==> src/rtl/reorder_buffer_pkg.sv <==
// Shared types and helpers for the reorder buffer: architectural widths,
// per-entry destination metadata and the retire-count helper.
package reorder_buffer_pkg;

  localparam int ARF_SEL    = 5;
  localparam int DATA_WIDTH = 32;

  typedef struct packed {
    logic               wb;
    logic [ARF_SEL-1:0] rd;
  } rob_meta_t;

  function automatic logic [1:0] retire_count(input logic valid_1, input logic valid_2);
    return {1'b0, valid_1} + {1'b0, valid_2};
  endfunction

endpackage

==> src/rtl/reorder_buffer_commit_sel.sv <==
// Two-slot head commit selection: slot 2 may only retire alongside slot 1,
// which keeps regfile writes strictly in program order.
module reorder_buffer_commit_sel #(
  parameter int ROB_DEPTH = 8,
  parameter int ROB_SEL   = 3
) (
  input  logic [ROB_DEPTH-1:0] busy,
  input  logic [ROB_DEPTH-1:0] done,
  input  logic [ROB_DEPTH-1:0] wb,
  input  logic [ROB_SEL-1:0]   head,
  input  logic                 flush,
  output logic                 valid_1,
  output logic                 valid_2,
  output logic                 wr_en_1,
  output logic                 wr_en_2,
  output logic [ROB_SEL-1:0]   idx_1,
  output logic [ROB_SEL-1:0]   idx_2
);

  // Head-pair readiness, suppressed while a flush is in progress
  always_comb begin
    idx_1   = head;
    idx_2   = head + ROB_SEL'(1);
    valid_1 = busy[idx_1] & done[idx_1] & ~flush;
    valid_2 = valid_1 & busy[idx_2] & done[idx_2];
    wr_en_1 = valid_1 & wb[idx_1];
    wr_en_2 = valid_2 & wb[idx_2];
  end

endmodule

==> src/rtl/reorder_buffer.sv <==
// In-order retirement buffer: dual dispatch at the tail, dual completion by
// tag, dual in-order retirement from the head straight into the regfile ports.
module reorder_buffer
  import reorder_buffer_pkg::*;
#(
  parameter int ROB_DEPTH = 8,
  parameter int ROB_SEL   = 3
) (
  input  logic                  clk,
  input  logic                  rst,
  input  logic                  i_flush,
  input  logic                  i_dp_en_1,
  input  logic                  i_dp_en_2,
  input  logic                  i_dp_wb_1,
  input  logic                  i_dp_wb_2,
  input  logic [ARF_SEL-1:0]    i_dp_rd_1,
  input  logic [ARF_SEL-1:0]    i_dp_rd_2,
  output logic [ROB_SEL-1:0]    o_dp_tag_1,
  output logic [ROB_SEL-1:0]    o_dp_tag_2,
  output logic                  o_dp_ready,
  input  logic                  i_cmp_en_1,
  input  logic                  i_cmp_en_2,
  input  logic [ROB_SEL-1:0]    i_cmp_tag_1,
  input  logic [ROB_SEL-1:0]    i_cmp_tag_2,
  input  logic [DATA_WIDTH-1:0] i_cmp_data_1,
  input  logic [DATA_WIDTH-1:0] i_cmp_data_2,
  output logic                  o_cm_valid_1,
  output logic                  o_cm_valid_2,
  output logic                  o_cm_wr_en_1,
  output logic                  o_cm_wr_en_2,
  output logic [ARF_SEL-1:0]    o_cm_addr_1,
  output logic [ARF_SEL-1:0]    o_cm_addr_2,
  output logic [DATA_WIDTH-1:0] o_cm_data_1,
  output logic [DATA_WIDTH-1:0] o_cm_data_2,
  output logic [ROB_SEL-1:0]    o_cm_tag_1,
  output logic [ROB_SEL-1:0]    o_cm_tag_2,
  output logic [ROB_SEL:0]      o_count
);

  localparam int CW = ROB_SEL + 1;

  logic [ROB_DEPTH-1:0]  busy_q, busy_d, done_q, done_d, wb_vec;
  rob_meta_t             meta_q [ROB_DEPTH];
  rob_meta_t             meta_d [ROB_DEPTH];
  logic [DATA_WIDTH-1:0] data_q [ROB_DEPTH];
  logic [DATA_WIDTH-1:0] data_d [ROB_DEPTH];
  logic [ROB_SEL-1:0]    head_q, head_d, tail_q, tail_d, tail_p1;
  logic [CW-1:0]         count_q, count_d;
  logic                  dp_ready;
  logic [1:0]            n_disp, n_ret;
  logic                  cm_valid_1, cm_valid_2, cm_wr_en_1, cm_wr_en_2;
  logic [ROB_SEL-1:0]    cm_idx_1, cm_idx_2;

  // Dispatch acceptance and write-back flags gathered for commit selection
  always_comb begin
    tail_p1  = tail_q + ROB_SEL'(1);
    dp_ready = (count_q <= CW'(ROB_DEPTH - 2));
    if (dp_ready && i_dp_en_1) begin
      n_disp = i_dp_en_2 ? 2'd2 : 2'd1;
    end else begin
      n_disp = 2'd0;
    end
    for (int i = 0; i < ROB_DEPTH; i++) begin
      wb_vec[i] = meta_q[i].wb;
    end
  end

  reorder_buffer_commit_sel #(
    .ROB_DEPTH (ROB_DEPTH),
    .ROB_SEL   (ROB_SEL)
  ) u_commit_sel (
    .busy    (busy_q),
    .done    (done_q),
    .wb      (wb_vec),
    .head    (head_q),
    .flush   (i_flush),
    .valid_1 (cm_valid_1),
    .valid_2 (cm_valid_2),
    .wr_en_1 (cm_wr_en_1),
    .wr_en_2 (cm_wr_en_2),
    .idx_1   (cm_idx_1),
    .idx_2   (cm_idx_2)
  );

  assign n_ret = retire_count(cm_valid_1, cm_valid_2);

  // Next state: completion, then retire-clear, then allocation; flush overrides all
  always_comb begin
    busy_d  = busy_q;
    done_d  = done_q;
    meta_d  = meta_q;
    data_d  = data_q;
    head_d  = head_q;
    tail_d  = tail_q;
    count_d = count_q;
    if (i_flush) begin
      busy_d  = '0;
      done_d  = '0;
      head_d  = '0;
      tail_d  = '0;
      count_d = '0;
    end else begin
      // Port 2 is applied last so it wins when both ports carry the same tag
      if (i_cmp_en_1 && busy_q[i_cmp_tag_1]) begin
        done_d[i_cmp_tag_1] = 1'b1;
        data_d[i_cmp_tag_1] = i_cmp_data_1;
      end
      if (i_cmp_en_2 && busy_q[i_cmp_tag_2]) begin
        done_d[i_cmp_tag_2] = 1'b1;
        data_d[i_cmp_tag_2] = i_cmp_data_2;
      end
      if (cm_valid_1) begin
        busy_d[cm_idx_1] = 1'b0;
        done_d[cm_idx_1] = 1'b0;
      end
      if (cm_valid_2) begin
        busy_d[cm_idx_2] = 1'b0;
        done_d[cm_idx_2] = 1'b0;
      end
      if (n_disp != 2'd0) begin
        busy_d[tail_q] = 1'b1;
        done_d[tail_q] = 1'b0;
        meta_d[tail_q] = '{wb: i_dp_wb_1, rd: i_dp_rd_1};
      end
      if (n_disp == 2'd2) begin
        busy_d[tail_p1] = 1'b1;
        done_d[tail_p1] = 1'b0;
        meta_d[tail_p1] = '{wb: i_dp_wb_2, rd: i_dp_rd_2};
      end
      head_d  = head_q + ROB_SEL'(n_ret);
      tail_d  = tail_q + ROB_SEL'(n_disp);
      count_d = count_q + CW'(n_disp) - CW'(n_ret);
    end
  end

  // State registers with synchronous reset
  always_ff @(posedge clk) begin
    if (rst) begin
      busy_q  <= '0;
      done_q  <= '0;
      head_q  <= '0;
      tail_q  <= '0;
      count_q <= '0;
      for (int i = 0; i < ROB_DEPTH; i++) begin
        meta_q[i] <= '0;
        data_q[i] <= '0;
      end
    end else begin
      busy_q  <= busy_d;
      done_q  <= done_d;
      meta_q  <= meta_d;
      data_q  <= data_d;
      head_q  <= head_d;
      tail_q  <= tail_d;
      count_q <= count_d;
    end
  end

  assign o_dp_ready   = dp_ready;
  assign o_dp_tag_1   = tail_q;
  assign o_dp_tag_2   = tail_p1;
  assign o_count      = count_q;
  assign o_cm_valid_1 = cm_valid_1;
  assign o_cm_valid_2 = cm_valid_2;
  assign o_cm_wr_en_1 = cm_wr_en_1;
  assign o_cm_wr_en_2 = cm_wr_en_2;
  // Payload is held at zero on idle slots so the regfile ports never see stale data
  assign o_cm_addr_1  = cm_valid_1 ? meta_q[cm_idx_1].rd : '0;
  assign o_cm_addr_2  = cm_valid_2 ? meta_q[cm_idx_2].rd : '0;
  assign o_cm_data_1  = cm_valid_1 ? data_q[cm_idx_1] : '0;
  assign o_cm_data_2  = cm_valid_2 ? data_q[cm_idx_2] : '0;
  assign o_cm_tag_1   = cm_valid_1 ? cm_idx_1 : '0;
  assign o_cm_tag_2   = cm_valid_2 ? cm_idx_2 : '0;

endmodule

==> config.mk <==
export PLATFORM = sky130hd
export DESIGN_NAME = reorder_buffer
export DESIGN_NICKNAME = d
export VERILOG_FILES = /design/src/rtl/reorder_buffer_pkg.sv /design/src/rtl/reorder_buffer_commit_sel.sv /design/src/rtl/reorder_buffer.sv
export SDC_FILE = /design/constraint.sdc
export NUM_CORES = 1
export LEC_CHECK = 0
export ABC_AREA = 1
export BUFFER_PORTS_ARGS = -buffer_cell sky130_fd_sc_hd__buf_2
export CAP_MARGIN = 20
export CORE_ASPECT_RATIO = 1.5
export CORE_MARGIN = 3
export CORE_UTILIZATION = 40
export DETAILED_ROUTE_END_ITERATION = 7
export PLACE_DENSITY = 0.59
export SKIP_LAST_GASP = 1
export SLEW_MARGIN = 20
export SYNTH_ARGS = -nofsm -noshare
export SYNTH_HDL_FRONTEND = slang
export SYNTH_HIERARCHICAL = 1
export SYNTH_SLANG_ARGS = --single-unit
export TNS_END_PERCENT = 100
==> constraint.sdc <==
create_clock -name clk -period 3 [get_ports clk]
set_clock_uncertainty 0.15 [all_clocks]
set_input_delay 0.3 -clock clk [delete_from_list [all_inputs] [get_ports clk]]
set_output_delay 0.3 -clock clk [all_outputs]
set_load 0.02 [all_outputs]
Word-level counts from Yosys, hierarchy flattened
Cells that the tools add are included.
Operators by class
  reduce and logical (&&, ||, !) cells: 15
  div/mod/pow operators: 0
  mux-type cells: 84
  magnitude comparators: 23
  equal/unequal tests: 1
  add/subtract/negate cells: 7
  $mul: 0
  shift-type cells: 0
  bitwise gates (word level): 27
Operators with widths (count)
  256-bit 2-to-1 mux: 3
  256-bit bitwise mux: 2
  32-bit 2-to-1 mux: 8
  32-bit binary-select mux with 3-bit select: 2
  32-bit demux with 3-bit select: 2
  48-bit 2-to-1 mux: 3
  8-bit 2-to-1 mux: 18
  48-bit bitwise mux: 2
  8-bit bitwise AND: 6
  6-bit binary-select mux with 3-bit select: 2
  6-bit demux with 3-bit select: 2
  8-bit NOT: 4
  8-bit bitwise OR: 4
  5-bit 2-to-1 mux: 6
  1-bit binary-select mux with 3-bit select: 8
  4-bit greater-or-equal comparator (second input constant): 6
  3-bit by 4-bit < comparator with 1-bit output (second input constant): 6
  3-bit NOT with 4-bit output: 6
  1-bit demux with 3-bit select: 6
  3-bit by 1-bit greater-or-equal comparator with 1-bit output (second input constant): 6
  4-bit by 1-bit < comparator with 1-bit output (second input constant): 4
  1-bit 2-to-1 mux: 14
  1-bit logical AND: 13
  6-bit 2-to-1 mux: 2
  13 further kinds: 22
Storage, ports and cells
  output and inout port bits: 95
  latch bits: 0
  memories kept: 0
  bits in read-only memories: 0
  memory bits (writable): 0
  register bits after elaboration: 330
  logic and storage cells: 186

Depth between registers and ports, before layout
Gate-level depths: netlist of the first run.
  depth in word-level cells: 21
  mapped depth: 17
  gate-level depth less buffers: 16

Cells and area by module
The synthesis of the first run kept the hierarchy.
Modules (own cells, without submodules)
  reorder_buffer: area each 28209.6 um2, cells each 5147, instances 1, seq. area each 6606.3 um2
  reorder_buffer_commit_sel: area each 436.7 um2, cells each 85, instances 1, seq. area each 0.0 um2

Least setup slack after synthesis of the first run
OpenSTA, ideal clock, no wires.
  kind: register to register
  start point: register head_q[1]
  end point: register count_q[2] (netlist: o_count[2])
  path slack: -0.395 ns
  path buffers: 0
  cell stages (with the launch flop): 15
  data required time: 2.722 ns
  arrival: 3.117 ns
  cell sequence: dfxtp_1 > ha_1 > inv_1 > nand3_1 > nand3_1 > nand2_2 > nor2_1 > ha_1 > ha_1 > inv_1 > ha_1 > inv_1 > fa_1 > xor2_1 > nor2_1
RTL lines
  start, declared: RTL line reorder_buffer.sv:47  | logic [ROB_SEL-1:0] head_q, head_d, tail_q, tail_d, tail_p1;
  start signal, assigned: RTL line reorder_buffer.sv:141  | head_q <= '0;
  start signal, assigned: RTL line reorder_buffer.sv:153  | head_q <= head_d;
  3-bit by 1-bit adder with 3-bit output (*): RTL line reorder_buffer_commit_sel.sv:23  | idx_2 = head + ROB_SEL'(1);
  named net cm_idx_2[1]: RTL line reorder_buffer.sv:52  | logic [ROB_SEL-1:0] cm_idx_1, cm_idx_2;
  1-bit binary-select mux with 3-bit select: RTL line reorder_buffer_commit_sel.sv:25  | valid_2 = valid_1 & busy[idx_2] & done[idx_2];
  1-bit 2-to-1 mux (implied by the code): RTL line reorder_buffer_commit_sel.sv:25
  1-bit bitwise AND: RTL line reorder_buffer_commit_sel.sv:25
  1-bit bitwise AND (*): RTL line reorder_buffer_commit_sel.sv:25
  named net o_cm_valid_2: RTL line reorder_buffer.sv:28  | output logic o_cm_valid_2,
  1-bit by 1-bit adder with 2-bit output (*): RTL line reorder_buffer_pkg.sv:14  | return {1'b0, valid_1} + {1'b0, valid_2};
  4-bit by 2-bit subtractor with 4-bit output (*): RTL line reorder_buffer.sv:132  | count_d = count_q + CW'(n_disp) - CW'(n_ret);
  end signal, assigned: RTL line reorder_buffer.sv:155  | count_q <= count_d;
  end, declared: RTL line reorder_buffer.sv:48  | logic [CW-1:0] count_q, count_d;
Mark *: on every way through the listed nets, which the timed path passes. The rest lies on a longest branch. The select of a mux whose other input is x is not followed.
A chain may end at the register's enable or synchronous reset.

Worst setup path after layout of the first run
  start point: register head_q[0]
  end point: output o_cm_data_2[13]
RTL lines
  3-bit by 1-bit adder with 3-bit output (*): RTL line reorder_buffer_commit_sel.sv:23
  named net cm_idx_2[2]: RTL line reorder_buffer.sv:52
  1-bit binary-select mux with 3-bit select / 3-bit NOT with 4-bit output (equally long branches): RTL line reorder_buffer_commit_sel.sv:25, reorder_buffer.sv:171
  1-bit 2-to-1 mux (implied by the code) / 32-bit binary-select mux with 3-bit select (equally long branches): RTL line reorder_buffer_commit_sel.sv:25, reorder_buffer.sv:171
  1-bit bitwise AND / 32-bit 2-to-1 mux (equally long branches) (2 in series): RTL line reorder_buffer_commit_sel.sv:25, reorder_buffer.sv:171
  32-bit 2-to-1 mux (*): RTL line reorder_buffer.sv:171  | assign o_cm_data_2 = cm_valid_2 ? data_q[cm_idx_2] : '0;
  end, declared: RTL line reorder_buffer.sv:34  | output logic [DATA_WIDTH-1:0] o_cm_data_2,
Marks and branches as above.

==> results.md, run 1 <==
- Final net count: 5303
- Sequential area share after synthesis: 0.231
- Row count: 119
- Routed wl met3: 10700 um
- Largest stage delay, worst path: 370 ps
- Leak: 15.4 nW
- Post-Syn Area per Cell: 5.48 sq um
- Detailed Route WL: 128000 um
- GR Overflow Total: 0
- Worst path arrival time: 2580 ps
- DRT iter0 DRCs: 4119
- Most common cell on crit path: buf_6
- Comb power frac: 0.148
- Syn Std Cell Area: 28600 sq um
- Met1 WL: 49300 um
- DR vias: 35694
- Global-route wire length before repair: 192000 um
- Maximum VDD drop: 0.339 mV
- Synth Register Bits: 330
- Area of the die: 74900 sq um
- Area grow syn2layout: 17.1%
- GRT Total Usage: 0.322
- Sw Ratio: 0.312
- Required time worst endpoint: 2550 ps
- Max Clk Rate: 0.330 GHz
- Fin crit share: 1.01
- Routability Congestion: 0.908
- Number of global-route vias before repair: 31821
- Die Wd: 225 um
- H-tree Lvls: 2
- Total CTS buffers: 40
- Placed Area: 30700 sq um
- Number of max-slew violations in the final report: 0
- Die Height: 334 um
- Setup-failing EPs final: 7
- Failing checks: setup timing
- MaxCap Viol Count: 0
- Cells after DPL: 6023
- Layout Cells excl Fill: 6133
- Drt drc: 0
- Status: finished with violations
- Worst path cell trace: ha_4 > xor2_2 > buf_6 > nor2_4 > buf_6 > o211ai_1 > a41oi_2 > buf_4
- Worst Max-Slew Pin Slew: 800 ps
- Flop pwr share: 0.394
- Synth Net Count: 5335
- Reg clk slew, reported paths: 60 ps
- Worst hold-check path type: input pin to register
- IO Pins: 184
- Worst-skew pair later-pin latency: 620 ps
- Clk buf depth: 3
- Total Power: 11.4 mW
- Clock network power share: 0.458
- Drt wl/cell: 20.9 um
- Int Pwr: 7.82 mW
- Slew Limit Headroom: 0.467
- Starting Density: 0.406
- Register Area: 6620 sq um
- PD cells: 339 nW/um^2
- Initial antenna violation count: 1
- Critical-path top delay cell: dfxtp_4
- Routed Antenna Nets: 0
- Clock root cell: clkbuf_16
- Port Buffers: 183
- Minimum clock period: 3030 ps
- Syn. warnings: 6
- Worst setup EP type: output port
- Detail Placement HPWL: 79400 um
- Final Hold Viols: 0
- Startpoint Class: register
- Drt pass-1 iters: 7
- RSZ-0062 raised after global routing: true
- Via/cell ratio: 5.82
- Final-layout fill cell count: 7567
- Met2 wire len: 60300 um
- CP Class: register to output port
- Share of layout cells above drive strength 1: 0.105
- Net Sw Power: 3.54 mW
- Crit Path Max Fanout: 11
- Top Layer Used: met4
- Pre-CTS WS: 55.1 ps
- Sink Count: 330
- Setup TNS: -107 ps
- Area of the multi-input gates: 18800 sq um
- Largest net degree at the start of global routing: 143
- Syn Inst Count: 5232
- Core ar.: 70600 sq um
- Final instance area: 33600 sq um
- Yosys cell types: 39
- Setup ws final: -30.7 ps
- CTS tree: yes
## power groups by stage
stage	Sequential, mW	Clock [mW]	Combinational [mW]
5_1_grt	4.48	5.36	1.81
2_1_floorplan	4.57	0	1.01
3_3_place_gp	4.57	0	1.61
3_5_place_dp	4.57	0	1.61
6_report	4.48	5.20	1.69
4_1_cts	4.47	5.25	1.63
## state kept, by name, indices dropped and copies added (netlist names)
| register | count |
|---|---|
| busy_q | 8 |
| o_count | 4 |
| data_q | 256 |
| meta_q | 48 |
| done_q | 8 |
| head_q | 3 |
| o_dp_tag_1 | 3 |
## routing by layer
| layer | up-vias | GRT usage |
|---|---|---|
| met5 | - | 0 |
| met4 | 0 | 0.193 |
| met3 | 454 | 0.0466 |
| met2 | 1852 | 0.530 |
| met1 | 16296 | 0.397 |
| li1 | 17092 | - |
## critical path: cells and delay by family, from the launching register on
kind | cells | cell delay, ps
buf+inv | 3 | 580
compound gates | 2 | 430
flops | 1 | 370
simple gates | 1 | 210
fa+ha+maj | 1 | 180
xor+xnor | 1 | 180
## cell usage in the layout, fill, tap and decap left out, types with 9 or more instances in the layout
master	count
a21oi_1	219
a41oi_1	21
a41oi_2	43
buf_12	53
buf_2	118
buf_4	130
buf_6	30
clkbuf_1	9
clkbuf_16	47
clkbuf_8	12
clkinv_1	49
dfxtp_1	326
dlygate4sd3_1	16
inv_1	524
inv_2	10
nand2_1	1933
nand2_2	15
nand3_1	622
nand3_2	11
nand4_1	262
nor2_1	38
o211ai_1	92
o21ai_0	498
o21ai_1	33
## layout make-up
cell class / instances / share of cell area
Multi-Input combinational cell: 3876 / 0.560
Sequential cell: 330 / 0.197
Timing Repair Buffer: 362 / 0.103
Inverter: 590 / 0.0672
Clock buffer: 61 / 0.0364
Tap cell: 907 / 0.0338
Clock inverter: 6 / 0.00272
Antenna cell: 1 / 0.0000746
## cells in the mapped netlist (all sizes together)
cell type,n,area share
a211oi,1,0.00026
a21oi,228,0.040
a221oi,3,0.00092
a22oi,3,0.00079
a31oi,3,0.00066
a41oi,72,0.022
and2,3,0.00066
buf,165,0.029
clkbuf,271,0.036
clkinv,49,0.0064
dfxtp,330,0.23
fa,4,0.0028
ha,10,0.0044
inv,541,0.071
nand2,1954,0.26
nand3,634,0.11
nand4,262,0.057
nor2,49,0.0068
nor3,14,0.0031
o211ai,92,0.024
o21ai,532,0.093
o21bai,1,0.00026
o221ai,1,0.00031
o22ai,3,0.00066
or2,2,0.00044
xnor2,2,0.00061
xor2,3,0.0012
## kinds of logic after synthesis
group,after synthesis,share of synthesized area
flip-flops,330,0.231
buffers and inverters,1026,0.142
adder cells (fa/ha/maj),14,0.00716
AND/OR/NAND/NOR,2918,0.436
AO/OA/AOI/OAI,939,0.183
XOR/XNOR,5,0.00179
## worst paths after layout
check / slack, ps / from / endpoint / cells after the start
max: -30 / head_q[0] / o_cm_data_2[13] / 8
min: 40 / i_cmp_en_1 / data_q[94] / 5
max reg2reg: 80 / head_q[0] / o_count[3] / 15
min reg2reg: 320 / meta_q[25] / meta_q[25] / 2
## metrics by stage
step | hold slack, ps | util
finish | 37.6 | 0.475
global route | 51.5 | 0.475
CTS | 8.73 | 0.467
detailed placement | 312 | 0.434
global placement | 307 | 0.434
floorplan | 295 | -
## repair_timing
| action | in CTS | in global routing |
|---|---|---|
| hold buffers | 16 | 0 |
| buffers inserted | 7 | 14 |
| endpoints found under the setup margin | 72 | 79 |
| hold endpoints to repair | 39 | 0 |
| gates cloned | 3 | 5 |
| resized for setup | 150 | 118 |
| pin swaps | 24 | 33 |
No activity file was read; power rests on OpenSTA's default activity.
==> run 2: changes to the inputs <==
--- a/config.mk
+++ b/config.mk
@@ -17,6 +17,5 @@
 export SLEW_MARGIN = 20
 export SYNTH_ARGS = -nofsm -noshare
 export SYNTH_HDL_FRONTEND = slang
-export SYNTH_HIERARCHICAL = 1
 export SYNTH_SLANG_ARGS = --single-unit
 export TNS_END_PERCENT = 100
==> run 2 against run 1 <==
The flow still finishes with violations (setup timing). Largest cell class unchanged. Area after synthesis decreased by 11%. Utilization increased by 1.2 points. Critical path depth increased by 2. Sequential share of layout area increased by 1.7 points. Clock power decreased by 7.5%.
==> results.md, run 2 <==
- Placed Area: 27500 sq um (-10%)
- Layout Cells excl Fill: 5510 (-10%)
- Routed Antenna Nets: 0 (unchanged)
- Number of max-slew violations in the final report: 0 (unchanged)
- Largest stage delay, worst path: 370 ps (about the same)
- Synth Register Bits: 330 (unchanged)
- Hold path startpoint: i_dp_rd_1[2]
- Cells after DPL: 5329 (-12%)
- MaxCap Viol Count: 0 (unchanged)
- Commonest non-fill, non-tap cells in the layout: nand2_1, nand3_1, o21ai_0, dfxtp_1, inv_1
- Number of global-route vias before repair: 28153 (-12%)
- Starting Density: 0.405 (-0.00123)
- Register Area: 6620 sq um (about the same)
- Critical path origin: head_q[2]
- Syn Std Cell Area: 25600 sq um (-11%)
- Main synth FF type: dfxtp_1
- Failing checks: setup timing
- Critical-path top delay cell: dfxtp_4
- Largest net degree at the start of global routing: 195 (+36%)
- Initial antenna violation count: 0 (-1)
- Drt drc: 0 (unchanged)
- Final instance area: 30900 sq um (-8.0%)
- Synth top cells by count: nand2_1, nand3_1, o21ai_0
- Row count: 113 (-5.0%)
- Port Buffers: 183 (unchanged)
- Status: finished with violations
- Worst-skew pair later-pin latency: 580 ps (-40 ps)
- Core ar.: 63300 sq um (-10%)
- Detail Placement HPWL: 66800 um (-16%)
- Worst Max-Slew Pin Slew: 1280 ps (+484 ps)
- Drt wl/cell: 20.6 um (-1.7%)
- Required time worst endpoint: 2550 ps (about the same)
- Antenna Diode Count: 0 (-1)
- Asr flop ratio synth: 0 (unchanged)
- Clk buf depth: 3 (unchanged)
- Most common cell in the netlist: nand2_1
- Total CTS buffers: 39 (-2.5%)
- Post-synth top area cell: nand2_1
- GR Overflow Total: 0 (unchanged)
- Syn. warnings: 0 (-6)
- Sink Count: 330 (unchanged)
- Area grow syn2layout: 20.4%
- Worst path cell trace: buf_4 > nor2_4 > inv_1 > nor2_1 > inv_4 > buf_12 > o22ai_1 > nor4_4 > buf_4 > buf_6
- PD cells: 339 nW/um^2 (+0.14%)
- RSZ-0062 raised after global routing: true
- Reg with most FFs: data_q
- Slew Limit Headroom: 0.137 (-0.329)
- Post-Syn Area per Cell: 5.64 sq um (+3.1%)
- Area of the multi-input gates: 17000 sq um (-9.7%)
- Largest regs: data_q (256), meta_q (48)
- Reg2reg start: head_q[1]
- Die Wd: 213 um (-5.3%)
- Crit Path Max Fanout: 13 (+2)
- Area of the die: 67200 sq um (-10%)
- Max reg flops: 256 (unchanged)
- Most common cell after layout, fill and taps aside: nand2_1
- CP Class: register to output port
- Most common cell on crit path: buf_4
- Final-layout fill cell count: 6672 (-12%)
- GRT Total Usage: 0.314 (-0.00792)
- Global-route wire length before repair: 166000 um (-14%)
- DR vias: 31086 (-13%)
- Worst setup EP type: output port
- Max Clk Rate: 0.331 GHz (+0.33%)
- Maximum VDD drop: 0.341 mV (+0.70%)
- Worst path arrival time: 2570 ps (about the same)
- Clock root cell: clkbuf_16
- Fin crit share: 1.01 (-0.00332)
- Via/cell ratio: 5.64 (-3.1%)
- Fin util: 0.487 (+0.0117)
- Yosys cell types: 37 (-5.1%)
- H-tree Lvls: 2 (unchanged)
- Area share of the leading cell type in the synthesized netlist: 0.297 (+0.0409)
- DRT iter0 DRCs: 3578 (-13%)
- IO Pins: 184 (unchanged)
- Sequential area share after synthesis: 0.258 (+0.0271)
- Startpoint Class: register
- CTS tree: yes
- Syn Inst Count: 4541 (-13%)
- Final net count: 4784 (-9.8%)
- Setup-failing EPs final: 4 (-3)
- Share of layout cells above drive strength 1: 0.115 (+0.00951)
- Synth area leaders: nand2_1, dfxtp_1, nand3_1
- Minimum clock period: 3020 ps (-9.96 ps)
- Final Hold Viols: 0 (unchanged)
- Reg clk slew, reported paths: 60 ps (about the same)
- Total Power: 10.5 mW (-7.9%)
- Drt pass-1 iters: 6 (-1)
- Leak: 13.5 nW (-13%)
- Setup ws final: -20.7 ps (+9.96 ps)
- Detailed Route WL: 113000 um (-12%)
- Die Height: 316 um (-5.3%)
- Post-synth EDFFs: 0 (unchanged)
- Routability Congestion: 0.971 (+7.0%)
- Worst hold-check path type: input pin to register
- Synth Net Count: 4644 (-13%)
==> run 2: layout make-up <==
class / instances / area share
repair inverters: 1 / 0.000284
clock buffers: 57 / 0.0354
clock inverters: 8 / 0.00337
repair buffers: 419 / 0.123
inverters: 330 / 0.0412
flip-flops and latches: 330 / 0.214
multi-input cells: 3560 / 0.550
well taps: 805 / 0.0326
==> run 2: through the flow <==
stage	setup WS, ps	TNS (ps)	hold WS, ps
floorplan	-68.2	-111	295
global placement	-79.2	-123	306
detailed placement	-98.8	-195	306
CTS	-100	-1790	48.1
global route	-117	-2610	83.8
finish	-20.7	-38.3	82.3
==> run 2: final timing paths <==
check	end	slack (ps)	depth (start not counted)
worst max-delay path	o_cm_data_1[15]	-20	10
worst min-delay path	meta_q[38]	80	3
worst max register to register	o_count[2]	10	16
worst min register to register	data_q[177]	320	2
==> run 2: logic make-up after synthesis <==
| kind of cell | Yosys count | synth area share |
|---|---|---|
| multiplexers | 64 | 0.0250 |
| buffers and inverters | 652 | 0.111 |
| AO/OA/AOI/OAI | 687 | 0.150 |
| flip-flops | 330 | 0.258 |
| XOR/XNOR | 3 | 0.00103 |
| adder cells (fa/ha/maj) | 14 | 0.00801 |
| AND/OR/NAND/NOR | 2791 | 0.447 |
==> run 2: power breakdown <==
group / internal, mW / leakage (nW) / switching (mW)
combinational: 0.345 / 10.3 / 0.833
clock: 2.69 / 0.582 / 2.11
sequential: 4.43 / 2.66 / 0.0492
==> run 2: critical path: cells and delay by family, from the launching register on <==
family | cells | cell delay, ps
DFF | 1 | 370
buffers and inverters | 6 | 850
and+or+nand+nor | 3 | 420
AOI/OAI and AO/OA | 1 | 340
==> run 2: what timing repair did <==
| action | 4_1_cts | 5_1_grt |
|---|---|---|
| buffers inserted | 3 | 13 |
| endpoints found under the setup margin | 84 | 92 |
| hold buffers | 89 | 0 |
| hold endpoints to repair | 71 | 0 |
| resized for setup | 100 | 107 |
| pin swaps | 6 | 29 |
| cloned | 1 | 11 |
==> run 2: routing by layer <==
| metal | vias to the layer above | global-route usage | wire, um | share of wire |
|---|---|---|---|---|
| li1 | 14962 | - | - | - |
| met1 | 14371 | 0.371 | 43600 | 0.38 |
| met2 | 1362 | 0.547 | 54500 | 0.48 |
| met3 | 391 | 0.0413 | 7590 | 0.067 |
| met4 | 0 | 0.173 | 7630 | 0.067 |
| met5 | - | 0 | 0 | 0 |
